===== config.mk =====
export PLATFORM = sky130hd
export DESIGN_NAME = uart_tx_scheduler
export DESIGN_NICKNAME = d
export VERILOG_FILES = /design/src/rtl/uart_pkg.sv /design/src/rtl/uart_tx_scheduler_rr_arbiter.sv /design/src/rtl/uart_tx_scheduler.sv
export SDC_FILE = /design/constraint.sdc
export NUM_CORES = 1
export LEC_CHECK = 0
export CAP_MARGIN = 5
export CORE_MARGIN = 2
export CORE_UTILIZATION = 50
export DETAILED_ROUTE_END_ITERATION = 10
export PLACE_DENSITY = 0.82
export RECOVER_POWER = 50
export REMOVE_ABC_BUFFERS = 1
export SYNTH_ARGS = -nofsm -noshare
export SYNTH_HDL_FRONTEND = slang
export SYNTH_SLANG_ARGS = --single-unit

===== constraint.sdc =====
create_clock -name clk -period 3.55 [get_ports clk]
set_input_delay 0.355 -clock clk [delete_from_list [all_inputs] [get_ports clk]]
set_output_delay 0.355 -clock clk [all_outputs]
set_load 0.05 [all_outputs]

===== src/rtl/uart_pkg.sv =====
// uart_pkg: shared state encoding and round-robin selection helper for the UART transmit scheduler
package uart_pkg;

   typedef enum logic [1:0] {IDLE, START, DATA, STOP} tx_state_e;

   localparam int MAX_REQ = 16;

   typedef struct packed {
      logic       found;
      logic [3:0] idx;
   } rr_pick_t;

   // First valid index searching ptr, ptr+1, ... modulo n; ptr must be below n.
   // The loop runs downwards so the lowest distance from ptr is assigned last and wins.
   function automatic rr_pick_t rr_pick(input logic [MAX_REQ-1:0] valid, input logic [3:0] ptr,
                                        input int n);
      rr_pick_t r;
      int j;
      r = '0;
      for (int k = MAX_REQ - 1; k >= 0; k--) begin
         if (k < n) begin
            j = int'(ptr) + k;
            if (j >= n) j = j - n;
            if (valid[j[3:0]]) begin
               r.found = 1'b1;
               r.idx   = j[3:0];
            end
         end
      end
      return r;
   endfunction

endpackage


===== src/rtl/uart_tx_scheduler_rr_arbiter.sv =====
// rr_arbiter: round-robin pointer and one-hot grant for the transmit line
module rr_arbiter import uart_pkg::*; #(
   parameter int NUM_REQ = 4,
   parameter int IW      = (NUM_REQ > 1) ? $clog2(NUM_REQ) : 1
) (
   input  logic               clk,
   input  logic               rst_n,
   input  logic               i_en,
   input  logic [NUM_REQ-1:0] i_valid,
   output logic [NUM_REQ-1:0] o_grant,
   output logic [IW-1:0]      o_idx,
   output logic               o_found
);

   logic [IW-1:0]      r_ptr;
   logic [MAX_REQ-1:0] w_valid;
   logic [3:0]         w_ptr;
   rr_pick_t           w_pick;

   // widen requests and pointer to the helper's fixed width, then pick
   always_comb begin
      w_valid              = '0;
      w_valid[NUM_REQ-1:0] = i_valid;
      w_ptr                = '0;
      w_ptr[IW-1:0]        = r_ptr;
      w_pick               = rr_pick(w_valid, w_ptr, NUM_REQ);
   end

   assign o_found = w_pick.found;
   assign o_idx   = w_pick.idx[IW-1:0];
   assign o_grant = (i_en && w_pick.found) ? (NUM_REQ'(1) << w_pick.idx) : '0;

   // pointer moves just past the winner on every grant; with one requester it stays at 0
   always_ff @(posedge clk or negedge rst_n)
      if (!rst_n)
         r_ptr <= '0;
      else if (i_en && w_pick.found)
         r_ptr <= (o_idx == IW'(NUM_REQ - 1)) ? '0 : o_idx + IW'(1);

endmodule


===== src/rtl/uart_tx_scheduler.sv =====
// uart_tx_scheduler: round-robin shared UART transmitter (start, LSB-first data, stop)
module uart_tx_scheduler import uart_pkg::*; #(
   parameter int  NUM_REQ      = 4,
   parameter int  CLKS_PER_BIT = 16,
   parameter int  DATA_BITS    = 7,
   localparam int GW           = (NUM_REQ > 1) ? $clog2(NUM_REQ) : 1
) (
   input  logic                         clk,
   input  logic                         rst_n,
   input  logic [NUM_REQ-1:0]           req_valid,
   input  logic [NUM_REQ*DATA_BITS-1:0] req_data,
   output logic [NUM_REQ-1:0]           req_ready,
   output logic                         serial_tx,
   output logic                         busy,
   output logic [GW-1:0]                grant_id
);

   localparam int CW = $clog2(CLKS_PER_BIT);
   localparam int BW = (DATA_BITS > 1) ? $clog2(DATA_BITS) : 1;

   tx_state_e            r_state;
   logic [CW-1:0]        r_cnt;
   logic [BW-1:0]        r_bit;
   logic [DATA_BITS-1:0] r_shift;
   logic                 r_tx;
   logic                 r_busy;
   logic [GW-1:0]        r_gid;
   logic                 w_en;
   logic                 w_found;
   logic                 w_wrap;
   logic [GW-1:0]        w_idx;
   logic [DATA_BITS-1:0] w_data;

   // grants are only offered while idle and never while reset is held
   assign w_en   = (r_state == IDLE) && rst_n;
   assign w_wrap = r_cnt == CW'(CLKS_PER_BIT - 1);
   assign w_data = req_data[w_idx*DATA_BITS +: DATA_BITS];

   rr_arbiter #(.NUM_REQ(NUM_REQ), .IW(GW)) u_arb (
      .clk     (clk),
      .rst_n   (rst_n),
      .i_en    (w_en),
      .i_valid (req_valid),
      .o_grant (req_ready),
      .o_idx   (w_idx),
      .o_found (w_found)
   );

   // frame sequencer: the line level is registered and the shift register drains LSB first
   always_ff @(posedge clk or negedge rst_n)
      if (!rst_n) begin
         r_state <= IDLE;
         r_cnt   <= '0;
         r_bit   <= '0;
         r_shift <= '0;
         r_tx    <= 1'b1;
         r_busy  <= 1'b0;
         r_gid   <= '0;
      end else begin
         case (r_state)
            IDLE:
               if (w_found) begin
                  r_state <= START;
                  r_cnt   <= '0;
                  r_shift <= w_data;
                  r_gid   <= w_idx;
                  r_tx    <= 1'b0;
                  r_busy  <= 1'b1;
               end
            START: begin
               r_cnt <= w_wrap ? '0 : r_cnt + CW'(1);
               if (w_wrap) begin
                  r_state <= DATA;
                  r_bit   <= '0;
                  r_tx    <= r_shift[0];
                  r_shift <= r_shift >> 1;
               end
            end
            DATA: begin
               r_cnt <= w_wrap ? '0 : r_cnt + CW'(1);
               if (w_wrap) begin
                  if (r_bit == BW'(DATA_BITS - 1)) begin
                     r_state <= STOP;
                     r_tx    <= 1'b1;
                  end else begin
                     r_bit   <= r_bit + BW'(1);
                     r_tx    <= r_shift[0];
                     r_shift <= r_shift >> 1;
                  end
               end
            end
            STOP: begin
               r_cnt <= w_wrap ? '0 : r_cnt + CW'(1);
               if (w_wrap) begin
                  r_state <= IDLE;
                  r_busy  <= 1'b0;
               end
            end
            default: r_state <= IDLE;
         endcase
      end

   assign serial_tx = r_tx;
   assign busy      = r_busy;
   assign grant_id  = r_gid;

endmodule


==> results of run 1 <==
==> cells in the mapped netlist (3+ instances only) <==
cell type / number / share of area [%]
nand3_1: 7 / 2.0
nand2b_1: 4 / 1.4
nor2_1: 11 / 2.3
o22a_1: 7 / 3.5
o311ai_1: 6 / 3.0
mux2_2: 3 / 1.9
o21ai_0: 14 / 4.0
clkbuf_1: 3 / 0.64
mux2i_1: 18 / 10
nand2_1: 20 / 4.2
ha_1: 13 / 9.2
a21oi_1: 9 / 2.5
nor3_1: 11 / 3.1
buf_4: 3 / 1.3
inv_1: 8 / 1.7
dfrtp_1: 21 / 30
==> power breakdown <==
group          internal (mW)  switching, mW
sequential             0.251              0
clock                  0.114         0.0854
combinational         0.0543         0.0399
==> kinds of logic (layout without fill, tap and decap cells) <==
| family | after synthesis | count (layout) | synth area share, % |
|---|---|---|---|
| fa+ha+maj | 13 | 13 | 9.19 |
| xor+xnor | 1 | 1 | 0.495 |
| mux | 22 | 22 | 12.9 |
| buf+inv | 19 | 58 | 6.58 |
| compound gates | 53 | 53 | 21.6 |
| flops | 22 | 22 | 31.2 |
| simple gates | 65 | 65 | 18.0 |
==> worst max-delay path, delay by kind of cell, from the launching register on <==
| family | cells | cell delay, ps |
|---|---|---|
| flops | 1 | 540 |
| compound gates | 2 | 740 |
| fa+ha+maj | 1 | 360 |
| simple gates | 3 | 640 |
| buf+inv | 2 | 350 |
==> area by class of cell <==
class                           count  share of cell area (%)
Clock buffer                        3                   0.999
Clock inverter                      1                    1.33
Inverter                            8                    1.33
Multi-Input combinational cell    154                    48.9
Sequential cell                    22                    24.5
Tap cell                           46                    2.55
Timing Repair Buffer               46                    20.4
==> routing by layer <==
layer	wire [um]	up-vias	global-route usage, %
met4	55	0	6.52
met3	159	5	2.68
met2	1840	38	35.4
met5	0	-	0
met1	1790	733	28.3
li1	-	804	-
==> per-stage QoR <==
stage	utilization (%)	worst slack (ps)	hold slack [ps]	total power, mW
after floorplan	-	38.1	59.4	0.296
after global placement	65.5	525	482	0.350
after detailed placement	65.5	462	495	0.351
after CTS	67.1	65.8	227	0.551
after global routing	67.0	65.8	299	0.565
final	67.0	242	304	0.545
==> flip-flops by register name (all words and copies together), names as in the netlist <==
name and cells:
r_bit 3, busy 1, serial_tx 1, r_state 2
u_arb.r_ptr 2, r_cnt 4, r_shift 7, grant_id 2
==> final timing paths <==
path / startpoint / endpoint / slack [ps] / cells after the start
max in group asynchronous: rst_n / r_cnt[2] / 1950 / 2
setup reg to reg: u_arb.r_ptr[0] / r_shift[6] / 660 / 10
hold / removal: rst_n / u_arb.r_ptr[0] / 300 / 1
min in group clk: grant_id[1] / grant_id[1] / 510 / 2
setup / recovery: u_arb.r_ptr[0] / req_ready[0] / 240 / 8
hold reg to reg: grant_id[1] / grant_id[1] / 510 / 2
==> what timing repair did <==
item / 4_1_cts / 5_1_grt
buffers inserted: 0 / 0
endpoints found under the setup margin: 0 / 3
gates resized for setup: 0 / 1
==> flow_metrics.env, run 1 <==
export IMPL_htreeDepth=1
export IMPL_rsz0062_at_grt="false"
export IMPL_crit_path_max_incr_delay_ps=540
export IMPL_first_pass_iters=4
export IMPL_maxSlewHeadroom_pct=25.0
export IMPL_via_per_inst=5.64
export IMPL_p_per_area_nw_per_um2=242
export IMPL_synth_seq_area_share_pct=31.2
export IMPL_drc=0
export IMPL_clock_sinks=22
export IMPL_cp_data_required_time_ps=3190
export IMPL_ys_warn_count=0
export IMPL_core_area_um2=3360
export IMPL_antenna_found_initial=0
export IMPL_grt_pass1_wl_mm=6.82
export IMPL_async_flop_share_pct=100
export IMPL_cts_root_buf="clkbuf_4"
export IMPL_start_kind="flop"
export IMPL_leakage_nw=0.999
export IMPL_die_w_um=63.5
export IMPL_routed_wl_mm=3.85
export IMPL_worstPathCellList="inv_1, ha_1, nand2b_1, a32o_1, and3_1, a221o_1, nor3_1, buf_4"
export IMPL_rows=21
export IMPL_netlist_area_um2=1770
export IMPL_max_freq_ghz=0.302
export IMPL_syn_to_final_growth_pct=27.4
export IMPL_fill_cells=298
export IMPL_final_instance_count_excl_fill=280
export IMPL_cts_tree="done"
export IMPL_synthCells=195
export IMPL_drtIter0Drc=138
export IMPL_ys_ff_latch=22
export IMPL_grt_max_degree=22
export IMPL_grt_use_total_pct=21.1
export IMPL_port_buffers=41
export IMPL_maxSlewViolCount=0
export IMPL_insertedDiodeCount=0
export IMPL_synth_edff_count=0
export IMPL_layout_nets=282
export IMPL_setup_viol=0
export IMPL_cp_data_arrival_time_ps=2950
export IMPL_clock_insertion_delay_worst_skew_ps=320
export IMPL_tns_ps=0
export IMPL_num_vias=1580
export IMPL_dieArea_um2=4030
export IMPL_vdd_drop_max_mv=0.173
export IMPL_synthFlopType="dfrtp_1"
export IMPL_seq_area_um2=553
export IMPL_hold_buffers=0
export IMPL_syn_avg_cell_area_um2=9.07
export IMPL_layout_drive_gt1_share_pct=9.40
export IMPL_final_period_utilization_pct=93.2
export IMPL_final_cell_mix="clkdlybuf4s50_1, nand2_1, dfrtp_1, mux2i_1, o21ai_0"
export IMPL_critPathCaptureType="primary output"
export IMPL_cp_slowest_cell="dfrtp_2"
export IMPL_cts_path_max_buffers=2
export IMPL_place_gp_congestion=0.948
export IMPL_ios=42
export IMPL_cts_made_buffers=3
export IMPL_postRouteAntennaNets=0
export IMPL_clk_pin_slew_ps=130
export IMPL_dpl_hpwl_mm=3.00
export IMPL_finClkSkew_ps=2.33
export IMPL_final_area_um2=2250
export IMPL_dp_cells=276
export IMPL_critical_path_peak_fanout=14
export IMPL_worst_pin_slew_ps=1130
export IMPL_grt_ovfl_total=0
export IMPL_placed_area_um2=2200
export IMPL_hold_violations=0
export IMPL_hp_class="in2async"
export IMPL_criticalPathCategory="reg2out"
export IMPL_grt_pass1_vias=1527
export IMPL_layout_commonest_cell="clkdlybuf4s50_1"
export IMPL_period_needed_ps=3310
export IMPL_wl_per_cell_um=13.7
export IMPL_initial_core_util_pct=52.6
export IMPL_ys_types=46
export IMPL_die_y_um=63.5
export IMPL_multi_input_area_um2=1100
export IMPL_cap_violations=0
export IMPL_outcome="finished, final reports clean"
Power figures use the tool's default switching activity.
==> inputs of run 2 (changes only) <==
--- a/config.mk
+++ b/config.mk
@@ -9,8 +9,9 @@
 export CORE_MARGIN = 2
 export CORE_UTILIZATION = 50
 export DETAILED_ROUTE_END_ITERATION = 10
+export GPL_ROUTABILITY_DRIVEN = 0
 export PLACE_DENSITY = 0.82
-export RECOVER_POWER = 50
+export RECOVER_POWER = 100
 export REMOVE_ABC_BUFFERS = 1
 export SYNTH_ARGS = -nofsm -noshare
 export SYNTH_HDL_FRONTEND = slang
==> flow_metrics.env, run 2 (synthesis gave the netlist of run 1 again) <==
export IMPL_clock_insertion_delay_worst_skew_ps=310
export IMPL_setup_viol=0
export IMPL_seqPwrFrac_pct=46.5
export IMPL_place_ws_ps=478
export IMPL_rows=21
export IMPL_first_pass_iters=4
export IMPL_antenna_found_initial=0
export IMPL_grt_pass1_wl_mm=6.99
export IMPL_start_kind="flop"
export IMPL_port_buffers=41
export IMPL_rsz0062_at_grt="false"
export IMPL_num_vias=1572
export IMPL_grt_ovfl_total=0
export IMPL_max_freq_ghz=0.301
export IMPL_htreeDepth=1
export IMPL_clock_sinks=22
export IMPL_period_needed_ps=3330
export IMPL_maxSlewViolCount=0
export IMPL_dpl_hpwl_mm=3.05
export IMPL_layout_nets=281
export IMPL_outcome="finished, final reports clean"
export IMPL_hold_slack_ps=397
export IMPL_cts_made_buffers=3
export IMPL_cts_tree="done"
export IMPL_final_cell_mix="clkdlybuf4s50_1, nand2_1, dfrtp_1, mux2i_1, o21ai_0"
export IMPL_dieArea_um2=4030
export IMPL_clockPowerShare_pct=36.2
export IMPL_cp_data_required_time_ps=3190
export IMPL_finClkSkew_ps=4.51
export IMPL_grt_pass1_vias=1600
export IMPL_hp_class="in2async"
export IMPL_pwr_share_comb_pct=17.3
export IMPL_grt_max_degree=21
export IMPL_final_period_utilization_pct=93.7
export IMPL_post_route_util_pct=65.3
export IMPL_grt_use_total_pct=21.2
export IMPL_via_per_inst=5.63
export IMPL_p_per_area_nw_per_um2=246
export IMPL_reg_top3="r_shift: 7 flops, r_cnt: 4 flops, r_bit: 3 flops"
export IMPL_cts_path_max_buffers=2
export IMPL_insertedDiodeCount=0
export IMPL_cap_violations=0
export IMPL_multi_input_area_um2=1090
export IMPL_power_uw=540
export IMPL_critPathCaptureType="primary output"
export IMPL_drtIter0Drc=90
export IMPL_p_sw_share_pct=22.4
export IMPL_ios=42
export IMPL_setup_ws_ps=222
export IMPL_critical_path_peak_fanout=14
export IMPL_layout_drive_gt1_share_pct=7.73
export IMPL_maxSlewHeadroom_pct=37.5
export IMPL_largest_reg_flops=7
export IMPL_core_area_um2=3360
export IMPL_regMostFlops="r_shift"
export IMPL_clk_pin_slew_ps=130
export IMPL_die_y_um=63.5
export IMPL_cp_data_arrival_time_ps=2970
export IMPL_drc=0
export IMPL_criticalPathCategory="reg2out"
export IMPL_wl_per_cell_um=14.0
export IMPL_fill_cells=323
export IMPL_cts_root_buf="clkbuf_4"
export IMPL_hold_buffers=0
export IMPL_die_w_um=63.5
export IMPL_seq_area_um2=554
export IMPL_routed_wl_mm=3.91
export IMPL_leakage_nw=0.973
export IMPL_layout_commonest_cell="clkdlybuf4s50_1"
export IMPL_syn_to_final_growth_pct=24.1
export IMPL_p_sw_uw=121
export IMPL_initial_core_util_pct=52.6
export IMPL_worst_pin_slew_ps=938
export IMPL_p_int_uw=419
export IMPL_postRouteAntennaNets=0
export IMPL_tns_ps=0
export IMPL_hold_violations=0
export IMPL_post_cts_buffers=0
export IMPL_vdd_drop_max_mv=0.160
[run 2: changes by cell type in the layout (fill, tap and decap cells not counted)]
cell and delta:
and4_1 +1, and4_2 -1, buf_12 -2, buf_4 -4, clkbuf_1 +1, nor3_1 +1, nor3_2 -1, o311ai_1 -6
clkbuf_2 +4, a221oi_1 +1, dfrtp_1 -1, o311ai_0 +6, dfrtp_2 +1, a221oi_2 -1
[run 2: power by group through the flow]
| stage | Sequential (mW) | Combinational [mW] | Clock (mW) |
|---|---|---|---|
| global route | 0.251 | 0.102 | 0.209 |
| CTS | 0.251 | 0.0961 | 0.198 |
| global placement | 0.255 | 0.0957 | 0 |
| detailed placement | 0.255 | 0.0960 | 0 |
| floorplan | 0.255 | 0.0406 | 0 |
| finish | 0.251 | 0.0934 | 0.196 |
[run 2: path summary, 6_finish.rpt]
check,from,end,slack [ps],depth (start not counted)
hold reg to reg,grant_id[1],grant_id[1],510,2
hold / removal,rst_n,r_state[0],400,1
min in group clk,grant_id[1],grant_id[1],510,2
setup / recovery,u_arb.r_ptr[0],req_ready[0],220,8
setup reg to reg,u_arb.r_ptr[0],r_shift[1],380,9
max in group asynchronous,rst_n,grant_id[0],1970,2
[run 2: routing by layer]
layer	GRT usage, %	wire (um)
met5	0	0
met4	4.35	19
met3	3.04	146
met2	36.2	1960
met1	28.6	1790
[run 2: cell type report]
type | instances | area share (%)
sequential | 22 | 25.2
inverter | 8 | 1.37
clock inverter | 1 | 1.37
timing repair buffer | 45 | 18.8
tap | 46 | 2.62
clock buffer | 3 | 1.03
multi-input combinational | 154 | 49.6
[run 2: repair_timing]
action	in CTS	in global routing
endpoints found under the setup margin	0	3
endpoints found under the hold margin	0	0
gates resized for setup	0	2
[run 2: per-stage QoR]
| stage | cells | instance area [um^2] |
|---|---|---|
| floorplan | 184 | 1680 |
| global placement | 275 | 2200 |
| detailed placement | 275 | 2200 |
| CTS | 279 | 2250 |
| global route | 279 | 2200 |
| finish | 279 | 2200 |
[run 2: worst max-delay path, stage by stage, from the launching register on]
cell and delay (ps):
dfrtp_2 540, inv_1 120, ha_1 370, nand2b_1 160
a32o_1 300, and3_1 200, a221o_1 420, nor3_1 250
clkbuf_2 310
==> inputs of run 3 (changes only) <==
--- a/config.mk
+++ b/config.mk
@@ -6,7 +6,7 @@
 export NUM_CORES = 1
 export LEC_CHECK = 0
 export CAP_MARGIN = 5
-export CORE_MARGIN = 2
+export CORE_MARGIN = 3
 export CORE_UTILIZATION = 50
 export DETAILED_ROUTE_END_ITERATION = 10
 export GPL_ROUTABILITY_DRIVEN = 0
==> flow_metrics.env, run 3 (synthesis gave the netlist of run 1 again) <==
export IMPL_via_per_inst=5.63
export IMPL_maxSlewHeadroom_pct=16.7
export IMPL_maxSlewViolCount=0
export IMPL_min_to="grant_id[1]"
export IMPL_worst_r2r_startpoint="u_arb.r_ptr[1]"
export IMPL_critical_path_peak_fanout=11
export IMPL_final_instance_count_excl_fill=278
export IMPL_cts_made_buffers=3
export IMPL_drtIter0Drc=89
export IMPL_holdPathStages=2
export IMPL_antenna_found_initial=0
export IMPL_start_kind="flop"
export IMPL_port_buffers=41
export IMPL_finClkSkew_ps=2.97
export IMPL_regMostFlops="r_shift"
export IMPL_postRouteAntennaNets=0
export IMPL_clk_pin_slew_ps=130
export IMPL_cp_data_required_time_ps=3190
export IMPL_grt_use_total_pct=19.5
export IMPL_hold_buffers=0
export IMPL_die_y_um=65.5
export IMPL_drc=0
export IMPL_core_area_um2=3200
export IMPL_dpl_hpwl_mm=2.95
export IMPL_rsz0062_at_grt="false"
export IMPL_outcome="finished, final reports clean"
export IMPL_num_vias=1566
export IMPL_worstHoldStart="grant_id[1]"
export IMPL_htreeDepth=1
export IMPL_rows=20
export IMPL_reg2regPathDepth=9
export IMPL_insertedDiodeCount=0
export IMPL_reg_top3="r_shift: 7 flops, r_cnt: 4 flops, r_bit: 3 flops"
export IMPL_r2r_end="r_shift[1]"
export IMPL_final_area_um2=2200
export IMPL_critPathCaptureType="primary output"
export IMPL_syn_to_final_growth_pct=24.3
export IMPL_post_route_util_pct=68.7
export IMPL_final_cell_mix="clkdlybuf4s50_1, nand2_1, dfrtp_1, mux2i_1, o21ai_0"
export IMPL_clock_insertion_delay_worst_skew_ps=320
export IMPL_routed_wl_mm=3.75
export IMPL_leakage_nw=0.978
export IMPL_r2r_slack_ps=390
export IMPL_dp_cells=274
export IMPL_layout_drive_gt1_share_pct=7.69
export IMPL_max_freq_ghz=0.308
export IMPL_initial_core_util_pct=55.2
export IMPL_first_pass_iters=4
export IMPL_layout_commonest_cell="clkdlybuf4s50_1"
export IMPL_setup_viol=0
export IMPL_cts_tree="done"
export IMPL_grt_max_degree=25
export IMPL_hp_class="reg2reg"
export IMPL_cts_root_buf="clkbuf_4"
export IMPL_grt_pass1_wl_mm=6.64
export IMPL_worst_pin_slew_ps=1250
export IMPL_hold_violations=0
export IMPL_largest_reg_flops=7
export IMPL_p_per_area_nw_per_um2=246
export IMPL_die_w_um=65.5
export IMPL_cts_path_max_buffers=2
export IMPL_grt_pass1_vias=1555
export IMPL_wl_per_cell_um=13.5
export IMPL_cap_violations=0
export IMPL_grt_ovfl_total=0
export IMPL_cp_data_arrival_time_ps=2900
export IMPL_dieArea_um2=4290
export IMPL_placed_area_um2=2200
export IMPL_clock_sinks=22
export IMPL_criticalPathCategory="reg2out"
export IMPL_layout_nets=282
export IMPL_period_needed_ps=3250
export IMPL_vdd_drop_max_mv=0.137
export IMPL_tns_ps=0
export IMPL_final_period_utilization_pct=91.6
export IMPL_ios=42
run 3: changes by cell type in the layout (fill, tap and decap cells not counted), sizes merged:
cell,delta
buf,+1
run 3: power breakdown:
group          switching (mW)  internal (mW)
Combinational          0.0382         0.0539
Clock                  0.0837          0.114
Sequential                  0          0.251
Total                   0.122          0.419
run 3: worst max-delay path by stage:
stage,startpoint,end,slack [ps],depth (start not counted)
after CTS,u_arb.r_ptr[1],req_ready[0],190,8
final,u_arb.r_ptr[1],req_ready[0],300,8
after global routing,u_arb.r_ptr[1],r_shift[0],80,9
after floorplan,u_arb.r_ptr[0],req_ready[0],40,7
after detailed placement,u_arb.r_ptr[1],req_ready[0],580,8
after global placement,u_arb.r_ptr[1],req_ready[0],640,8
run 3: area by class of cell:
cell class,instances,area [um^2]
Multi-Input combinational cell,154,1090
Fill cell,282,1000
Sequential cell,22,553
Timing Repair Buffer,46,420
Tap cell,44,55.1
Clock inverter,1,30.0
Inverter,8,30.0
Clock buffer,3,22.5
run 3: worst max-delay path, stage by stage (launching register included):
cell and delay [ps]:
dfrtp_2 510, inv_1 110, ha_1 340, nand2b_1 160, a32o_1 310, and3_1 220
a221o_1 410, nor3_1 220, clkbuf_2 310
run 3: repair_timing:
| item | 4_1_cts | 5_1_grt |
|---|---|---|
| resized for setup | 0 | 1 |
| setup endpoints to repair | 0 | 1 |
| buffers inserted | 0 | 0 |
| hold endpoints to repair | 0 | 0 |
run 3: metal layers:
layer / track usage (%) / vias up / share of wire (%)
met1: 24.7 / 716 / 47
met2: 33.4 / 40 / 47
met5: 0 / - / 0
met4: 7.25 / 0 / 1.6
li1: - / 805 / -
met3: 2.91 / 5 / 4.4
run 3: stage by stage:
step	worst slack, ps	hold slack, ps	total power [mW]
floorplan	38.1	59.4	0.296
detailed placement	578	480	0.350
global placement	642	472	0.350
finish	298	501	0.541
global route	75.9	532	0.564
CTS	189	366	0.549
